==> config.mk <==
export PLATFORM = sky130hd
export DESIGN_NAME = cal_cmd_parser
export DESIGN_NICKNAME = d
export VERILOG_FILES = /design/src/rtl/cal_pkg.sv /design/src/rtl/dec_mac10.sv /design/src/rtl/cal_cmd_parser.sv
export SDC_FILE = /design/constraint.sdc
export NUM_CORES = 1
export LEC_CHECK = 0
export BUFFER_PORTS_ARGS = -buffer_cell sky130_fd_sc_hd__buf_2
export CAP_MARGIN = 40
export CORE_MARGIN = 2
export CORE_UTILIZATION = 30
export CTS_CLUSTER_SIZE = 30
export DETAILED_ROUTE_END_ITERATION = 7
export MAX_ROUTING_LAYER = met4
export SYNTH_ARGS = -nofsm -noshare
export SYNTH_HDL_FRONTEND = slang
export SYNTH_SLANG_ARGS = --single-unit
==> constraint.sdc <==
create_clock -name clk -period 5.8 [get_ports clk]
set_clock_uncertainty 0.05 [all_clocks]
set_input_delay 0 -clock clk [delete_from_list [all_inputs] [get_ports clk]]
set_output_delay 0 -clock clk [all_outputs]
set_load 0.01 [all_outputs]
==> src/rtl/cal_pkg.sv <==
// Shared constants, state and byte-class types for the calculator command parser.
package cal_pkg;

    localparam int DATA_W_DEF     = 16;
    localparam int MAX_DIGITS_DEF = 5;

    localparam logic [1:0] OP_ADD = 2'b00;
    localparam logic [1:0] OP_SUB = 2'b01;
    localparam logic [1:0] OP_MUL = 2'b10;
    localparam logic [1:0] OP_DIV = 2'b11;

    localparam logic [7:0] ASCII_CR    = 8'h0D;
    localparam logic [7:0] ASCII_EQ    = 8'h3D;
    localparam logic [7:0] ASCII_SP    = 8'h20;
    localparam logic [7:0] ASCII_0     = 8'h30;
    localparam logic [7:0] ASCII_9     = 8'h39;
    localparam logic [7:0] ASCII_PLUS  = 8'h2B;
    localparam logic [7:0] ASCII_MINUS = 8'h2D;
    localparam logic [7:0] ASCII_STAR  = 8'h2A;
    localparam logic [7:0] ASCII_SLASH = 8'h2F;

    typedef enum logic [1:0] {
        S_SRC1 = 2'd0,
        S_SRC2 = 2'd1,
        S_ERR  = 2'd2,
        S_DONE = 2'd3
    } parser_state_e;

    typedef enum logic [2:0] {
        C_DIGIT   = 3'd0,
        C_OP      = 3'd1,
        C_TERM    = 3'd2,
        C_SPACE   = 3'd3,
        C_ILLEGAL = 3'd4
    } byte_class_e;

    function automatic byte_class_e classify(input logic [7:0] b);
        byte_class_e cls;
        if (b >= ASCII_0 && b <= ASCII_9)
            cls = C_DIGIT;
        else if (b == ASCII_PLUS || b == ASCII_MINUS || b == ASCII_STAR || b == ASCII_SLASH)
            cls = C_OP;
        else if (b == ASCII_CR || b == ASCII_EQ)
            cls = C_TERM;
        else if (b == ASCII_SP)
            cls = C_SPACE;
        else
            cls = C_ILLEGAL;
        return cls;
    endfunction

    function automatic logic [1:0] op_code(input logic [7:0] b);
        logic [1:0] code;
        case (b)
            ASCII_MINUS: code = OP_SUB;
            ASCII_STAR:  code = OP_MUL;
            ASCII_SLASH: code = OP_DIV;
            default:     code = OP_ADD;
        endcase
        return code;
    endfunction

endpackage

==> src/rtl/dec_mac10.sv <==
// Decimal accumulator: acc <= acc*10 + digit with a digit counter and a sticky
// overflow flag; the value saturates at all-ones once overflow has been seen.
module dec_mac10 #(
    parameter int DATA_W     = cal_pkg::DATA_W_DEF,
    parameter int MAX_DIGITS = cal_pkg::MAX_DIGITS_DEF
) (
    input  logic              clk,
    input  logic              rst,
    input  logic [3:0]        digit,
    input  logic              valid,
    input  logic              clr_acc,
    input  logic              clr_ovf,
    output logic [DATA_W-1:0] acc,
    output logic              has_digits,
    output logic              ovf
);

    localparam int CNT_W = $clog2(MAX_DIGITS + 2);
    localparam logic [CNT_W-1:0]  CNT_MAX = CNT_W'(MAX_DIGITS);
    localparam logic [CNT_W-1:0]  CNT_SAT = CNT_W'(MAX_DIGITS + 1);
    localparam logic [DATA_W+3:0] ACC_MAX = {4'b0000, {DATA_W{1'b1}}};

    logic [DATA_W-1:0] acc_reg;
    logic              ovf_reg;
    logic [CNT_W-1:0]  cnt_reg;
    logic [CNT_W-1:0]  cnt_next;
    logic [DATA_W+3:0] acc_wide;
    logic [DATA_W+3:0] prod_next;
    logic              sat_next;

    // Four guard bits hold 10*(2^DATA_W-1)+9 without wrapping.
    assign acc_wide  = {4'b0000, acc_reg};
    assign prod_next = (acc_wide << 3) + (acc_wide << 1) + {{DATA_W{1'b0}}, digit};
    assign cnt_next  = (cnt_reg == CNT_SAT) ? cnt_reg : cnt_reg + 1'b1;
    assign sat_next  = ovf_reg || (prod_next > ACC_MAX) || (cnt_next > CNT_MAX);

    always_ff @(posedge clk or posedge rst) begin
        if (rst) begin
            acc_reg <= '0;
            cnt_reg <= '0;
            ovf_reg <= 1'b0;
        end else begin
            if (clr_acc) begin
                acc_reg <= '0;
                cnt_reg <= '0;
            end else if (valid) begin
                cnt_reg <= cnt_next;
                if (sat_next) begin
                    acc_reg <= '1;
                    ovf_reg <= 1'b1;
                end else begin
                    acc_reg <= prod_next[DATA_W-1:0];
                end
            end
            if (clr_ovf)
                ovf_reg <= 1'b0;
        end
    end

    assign acc        = acc_reg;
    assign has_digits = (cnt_reg != '0);
    assign ovf        = ovf_reg;

endmodule

==> src/rtl/cal_cmd_parser.sv <==
// Parses "<dec><op><dec><CR|=>" from the UART byte stream into two operands and an
// opcode, handing a valid command to the arithmetic units or flagging a parse error.
module cal_cmd_parser
    import cal_pkg::*;
#(
    parameter int DATA_W     = DATA_W_DEF,
    parameter int MAX_DIGITS = MAX_DIGITS_DEF
) (
    input  logic              clk,
    input  logic              rst,
    input  logic [7:0]        rx_data,
    input  logic              rx_valid,
    input  logic              calc_ready,
    output logic [DATA_W-1:0] src1,
    output logic [DATA_W-1:0] src2,
    output logic [1:0]        op,
    output logic              parser_done,
    output logic              parse_err,
    output logic              busy
);

    parser_state_e     state_reg;
    logic [DATA_W-1:0] src1_hold_reg;
    logic [1:0]        op_hold_reg;
    byte_class_e       cls;
    logic              mac_valid;
    logic              mac_clr_acc;
    logic              mac_clr_ovf;
    logic [DATA_W-1:0] mac_acc;
    logic              mac_has_digits;
    logic              mac_ovf;
    logic              check_fail;

    assign cls        = classify(rx_data);
    assign check_fail = !mac_has_digits || mac_ovf ||
                        (op_hold_reg == OP_DIV && mac_acc == '0);

    // Single accumulator: src1 is parked in src1_hold_reg at the operator, and the
    // accumulator then carries src2 until the command is handed off.
    dec_mac10 #(
        .DATA_W     (DATA_W),
        .MAX_DIGITS (MAX_DIGITS)
    ) u_mac (
        .clk        (clk),
        .rst        (rst),
        .digit      (rx_data[3:0]),
        .valid      (mac_valid),
        .clr_acc    (mac_clr_acc),
        .clr_ovf    (mac_clr_ovf),
        .acc        (mac_acc),
        .has_digits (mac_has_digits),
        .ovf        (mac_ovf)
    );

    always_comb begin
        mac_valid   = 1'b0;
        mac_clr_acc = 1'b0;
        mac_clr_ovf = 1'b0;
        case (state_reg)
            S_SRC1: if (rx_valid) begin
                mac_valid   = (cls == C_DIGIT);
                mac_clr_acc = (cls == C_OP && mac_has_digits) || (cls == C_TERM);
                mac_clr_ovf = (cls == C_TERM);
            end
            S_SRC2: if (rx_valid) begin
                mac_valid   = (cls == C_DIGIT);
                mac_clr_acc = (cls == C_TERM) && check_fail;
                mac_clr_ovf = (cls == C_TERM) && check_fail;
            end
            S_ERR: begin
                mac_clr_acc = rx_valid && (cls == C_TERM);
                mac_clr_ovf = rx_valid && (cls == C_TERM);
            end
            S_DONE: begin
                mac_clr_acc = calc_ready;
                mac_clr_ovf = calc_ready;
            end
            default: ;
        endcase
    end

    always_ff @(posedge clk or posedge rst) begin
        if (rst) begin
            state_reg     <= S_SRC1;
            src1_hold_reg <= '0;
            op_hold_reg   <= OP_ADD;
            src1          <= '0;
            src2          <= '0;
            op            <= OP_ADD;
            parser_done   <= 1'b0;
            parse_err     <= 1'b0;
            busy          <= 1'b0;
        end else begin
            parser_done <= 1'b0;
            parse_err   <= 1'b0;
            case (state_reg)
                S_SRC1: if (rx_valid) begin
                    case (cls)
                        C_OP: begin
                            if (mac_has_digits) begin
                                src1_hold_reg <= mac_acc;
                                op_hold_reg   <= op_code(rx_data);
                                state_reg     <= S_SRC2;
                            end else begin
                                state_reg <= S_ERR;
                            end
                        end
                        // The terminator is already consumed, so reject right away.
                        C_TERM:    parse_err <= 1'b1;
                        C_ILLEGAL: state_reg <= S_ERR;
                        default: ;
                    endcase
                end
                S_SRC2: if (rx_valid) begin
                    case (cls)
                        C_TERM: begin
                            if (check_fail) begin
                                parse_err <= 1'b1;
                                state_reg <= S_SRC1;
                            end else begin
                                busy      <= 1'b1;
                                state_reg <= S_DONE;
                            end
                        end
                        C_OP, C_ILLEGAL: state_reg <= S_ERR;
                        default: ;
                    endcase
                end
                S_ERR: if (rx_valid && cls == C_TERM) begin
                    parse_err <= 1'b1;
                    state_reg <= S_SRC1;
                end
                S_DONE: if (calc_ready) begin
                    src1        <= src1_hold_reg;
                    src2        <= mac_acc;
                    op          <= op_hold_reg;
                    parser_done <= 1'b1;
                    busy        <= 1'b0;
                    state_reg   <= S_SRC1;
                end
                default: state_reg <= S_SRC1;
            endcase
        end
    end

endmodule

### After elaboration in Yosys (flattened, before gate mapping)

Cells that the tools add are included.

| storage, ports and cells | value |
|---|---|
| input bits | 12 |
| register bits | 77 |

| cells by class | value |
|---|---|
| magnitude comparators | 4 |
| mux-type cells | 45 |
| equal/unequal tests | 24 |
| $add $sub $neg | 3 |
| reductions and logical operators | 30 |

Operators by type and width:

| operator | count |
|---|---|
| $eq A8 B6 Y1 const B | 6 |
| $mux W16 | 3 |
| $mux W1 | 21 |
| $mux W3 | 7 |
| $add A19 B17 Y20 | 1 |
| $add A20 B4 Y20 | 1 |
| $gt A20 B16 Y1 const B | 1 |
| $logic_not A16 Y1 | 1 |
| $mux W2 | 6 |
| $ne A2 B2 Y1 const B | 6 |
| $logic_or A1 B1 Y1 | 9 |
| $eq A8 B4 Y1 const B | 1 |
| $ge A8 B6 Y1 const B | 1 |
| $le A8 B6 Y1 const B | 1 |
| $pmux W1 S4 | 2 |
| $pmux W2 S2 | 2 |
| $pmux W2 S4 | 1 |
| $reduce_bool A2 Y1 | 4 |
| $eq A2 B2 Y1 const B | 3 |
| $eq A3 B3 Y1 const B | 2 |
| $pmux W2 S3 | 1 |
| $reduce_and A6 Y1 | 1 |
| $logic_and A1 B1 Y1 | 5 |
| $reduce_and A5 Y1 | 1 |
| other kinds (18) | 19 |

### Longest topological paths before layout

| logic depth | value |
|---|---|
| depth after elaboration | 13 |
| mapped depth | 11 |
| depth with buffers taken out | 10 |

### Cells and area by module

Synthesis repeated with hierarchy kept, for this count alone.

| unflattened totals | value |
|---|---|
| cells, all modules | 422 |
| area total of the unflattened synthesis | 4762.1 sq um |

By module, submodules not included:

| module | times used | area each (sq um) | sequential area each (sq um) | cells each |
|---|---|---|---|---|
| cal_cmd_parser | 1 | 2464.9 | 1426.4 | 167 |
| dec_mac10 | 1 | 2297.2 | 500.5 | 255 |

### Least setup slack after synthesis

Ideal clock, no wire load.

| timing path | value |
|---|---|
| path type | register to register |
| from | reg u_mac.acc_reg[0], in the netlist u_mac.acc[0] |
| to | reg u_mac.acc_reg[4], in the netlist u_mac.acc[4] |
| data arrival time | 2.958 ns |
| cell stages (with the launch flop) | 10 |
| period minus slack after synthesis | 3.150 ns |
| library setup time | 0.141 ns |
| path slack | 2.650 ns |
| data required time | 5.609 ns |
| path through | dfrtp_1 > fa_1 > fa_1 > a21oi_1 > o22ai_1 > o41a_1 > a311o_1 > nor3_2 > buf_6 > a31oi_1 |

| between the ends | value |
|---|---|
| cells in the longest elaborated chain, start to end | 8 |
| elaborated cells on any way between the ends | 15 |

Ends and longest elaborated chain:

| element | RTL line | source |
|---|---|---|
| start, declared | dec_mac10.sv:23 | `logic [DATA_W-1:0] acc_reg;` |
| start signal, assigned | dec_mac10.sv:52 | `acc_reg <= prod_next[DATA_W-1:0];` |
| $add A19 B17 Y20 | dec_mac10.sv:33 | `assign prod_next = (acc_wide << 3) + (acc_wide << 1) + {{DATA_W{1'b0}}, digit};` |
| $add A20 B4 Y20 | dec_mac10.sv:33 |  |
| $gt A20 B16 Y1 | dec_mac10.sv:35 | `assign sat_next = ovf_reg \|\| (prod_next > ACC_MAX) \|\| (cnt_next > CNT_MAX);` |
| $logic_or A1 B1 Y1 (2 in a row) | dec_mac10.sv:35 |  |
| $mux W16 | dec_mac10.sv:48 | `if (sat_next) begin` |
| $mux W16 | dec_mac10.sv:46 | `end else if (valid) begin` |
| $mux W16 | dec_mac10.sv:43 | `if (clr_acc) begin` |

Parallel ways exist; a longest one is shown, timed or not. The select of a mux whose other input is x is not followed.
A chain may end at the register's enable or synchronous reset.

### Worst setup path in the final report

| timing path | value |
|---|---|
| from | reg u_mac.acc_reg[0], in the netlist u_mac.acc[0] |
| to | reg u_mac.acc_reg[12], in the netlist u_mac.acc[12] |

The elaborated chain is that of the path after synthesis.

==> metrics.txt <==
status=finished clean; RSZ-0062 raised after global routing=false; Synth cell types=59; Die W=124 um; critical path class=reg -> reg; TritonRoute pass-1 iters=5; hpwl dp=6920 um; Fin. Hold Viols=0; startpoint class of the critical path=flop; Post-Syn Area per Cell=11.2 um^2; Top cell by count, worst path=fa_1; area of the multi-input gates=2220 um^2; total negative slack=0 ns; final setup vio count=0; CP max stage cell=fa_1; Final period util=59.6%; static leakage=2.54 nW; Global Route met3 Usage=3.21%; worst path required time=5.94 ns; met2 Use GR=21.9%; clock sink count=77; initial antenna violation count=0; CTS tree=built; asr flop ratio synth=100%; synthesized area=4290 um^2; grt ovf=0; CTS clk-pin slew, worst paths=0.06 ns; global-route wire length before repair=15700 um; antenna-violating nets left=0; register area=1930 um^2; Worst Tran Pin Value=0.753 ns; largest net degree at the start of global routing=60; critical path peak fanout=13; max_slew headroom=49.6%; Worst path max stage delay=0.55 ns; most frequent cells in the layout=dfrtp_1, mux2_2, buf_2, a21oi_1, ha_1; CP Buf/Inv Count=1; die area=15300 um^2; Longest Clk Path Bufs=2; WL/cell=15.0 um; Main synth FF type=dfrtp_1; fin util=36.4%; 1st-iter DRT viols=182; post-layout min period=3.46 ns; syn nets=432; Die Span Y=124 um; starting density of the core=30.8%; #FFs+latches synth=77; CORE AREA=13900 um^2; nets=488; Fill cells=1348; Layout area overhead=18.1%; GR peak layer=met2; vias per inst=5.16; Gate Count Post-Synth=384; most common cell after layout, fill and taps aside=dfrtp_1; setup bufs post-CTS=0; CP Data Arrival Time=3.60 ns; CP delay by family, top=compound AO/OA/AOI/OAI gates; M1 GR Usage=16.4%; cells along the critical path=fa_1, fa_1, a21oi_1, o22ai_1, o41a_1, a311o_1, nor3_2, buf_4, a31oi_1; yosys warns=0; Hold Crit Class=in -> reg; layout cells sized above 1=30.0%; Max-cap violations=0; ant diodes=0; Cell Rows=43; drt total wl=9390 um; via count=3222; H-tree levels=3; fmax=289 MHz; Setup crit end kind=flop; total CTS buffers=9; final hold slack=0.0113 ns; PD cells=354 nW/um^2; number of global-route vias before repair=3147; clock latency at the later pin of the worst-skew pair=0.33 ns; IO Count=49; Port Buffers=48; cells resized by post-CTS repair=0; total track usage=13.6%; sequential element share of the synthesized area=44.9%; GPL Wtd Cong=0.910; Worst VDD drop=121 uV; EDFF count, synth=0; DRC=0; CTS root buffer=clkbuf_16; Final Max Slew Viols=0
## logic make-up (layout without fill, tap and decap cells)
family | after synthesis | after routing | synth area share, %
mux | 51 | 51 | 13.4
compound gates | 90 | 90 | 12.8
buf+inv | 27 | 87 | 3.53
simple gates | 88 | 88 | 11.5
xor+xnor | 15 | 15 | 3.06
flops | 77 | 77 | 44.9
fa+ha+maj | 36 | 36 | 10.8
## what timing repair did
item                       in CTS  in global routing
setup endpoints to repair       0                  0
hold buffers                    4                  0
hold endpoints to repair       41                  0
## final cells by class
cell class,count,area share (%)
well taps,180,4.44
clock inverters,3,0.888
multi-input cells,280,43.8
inverters,14,1.04
flip-flops and latches,77,38.0
repair buffers,58,6.81
clock buffers,12,5.06
## synthesized netlist by cell type, drive strengths merged, types with 4 or more instances
cell / instances / area (um^2)
dfrtp: 77 / 1930
a31oi: 15 / 93.8
o21ai: 18 / 90.1
clkbuf: 4 / 25.0
a21oi: 36 / 180
nor3: 5 / 41.3
mux2: 51 / 574
buf: 9 / 73.8
or3: 4 / 26.3
nand2: 24 / 90.1
nand3: 13 / 65.1
nor2: 13 / 48.8
inv: 13 / 48.8
ha: 34 / 425
nor4: 6 / 52.6
xnor2: 12 / 105
## tightest hold or removal path: stages
cell	delay, ns
buf_2	0.12
nor2_1	0.07
nand3_1	0.08
o21ai_0	0.07
## final timing paths
check                                   from                to  slack, ns  depth (start not counted)
worst max-delay path            u_mac.acc[0]     u_mac.acc[12]       2.34                          9
worst min-delay path              rx_data[4]    op_hold_reg[0]       0.01                          4
worst max register to register  u_mac.acc[0]     u_mac.acc[12]       2.34                          9
worst min register to register         op[0]             op[0]       0.44                          2
max in group asynchronous                rst           src1[9]       4.93                          5
min in group asynchronous                rst  src1_hold_reg[0]       0.19                          4
## stage by stage
stage / total power, mW / std cells / instance area, um^2 / setup slack [ns]
2_1_floorplan: 1.08 / 384 / 4290 / 2.65
3_3_place_gp: 1.21 / 603 / 4700 / 2.04
3_5_place_dp: 1.23 / 605 / 4730 / 2.37
4_1_cts: 1.80 / 624 / 5070 / 2.33
5_1_grt: 1.91 / 624 / 5070 / 2.16
6_report: 1.79 / 624 / 5070 / 2.34
## per-layer routing
layer,up-vias,wire [um]
met5,-,0
li1,1534,-
met4,0,214
met3,16,430
met2,77,4520
met1,1595,4230
## power breakdown
part	leakage, nW	switching (mW)	internal (mW)
clock	0.141	0.209	0.354
combinational	1.35	0.332	0.229
sequential	1.05	0.0857	0.585
Power figures use the tool's default switching activity.
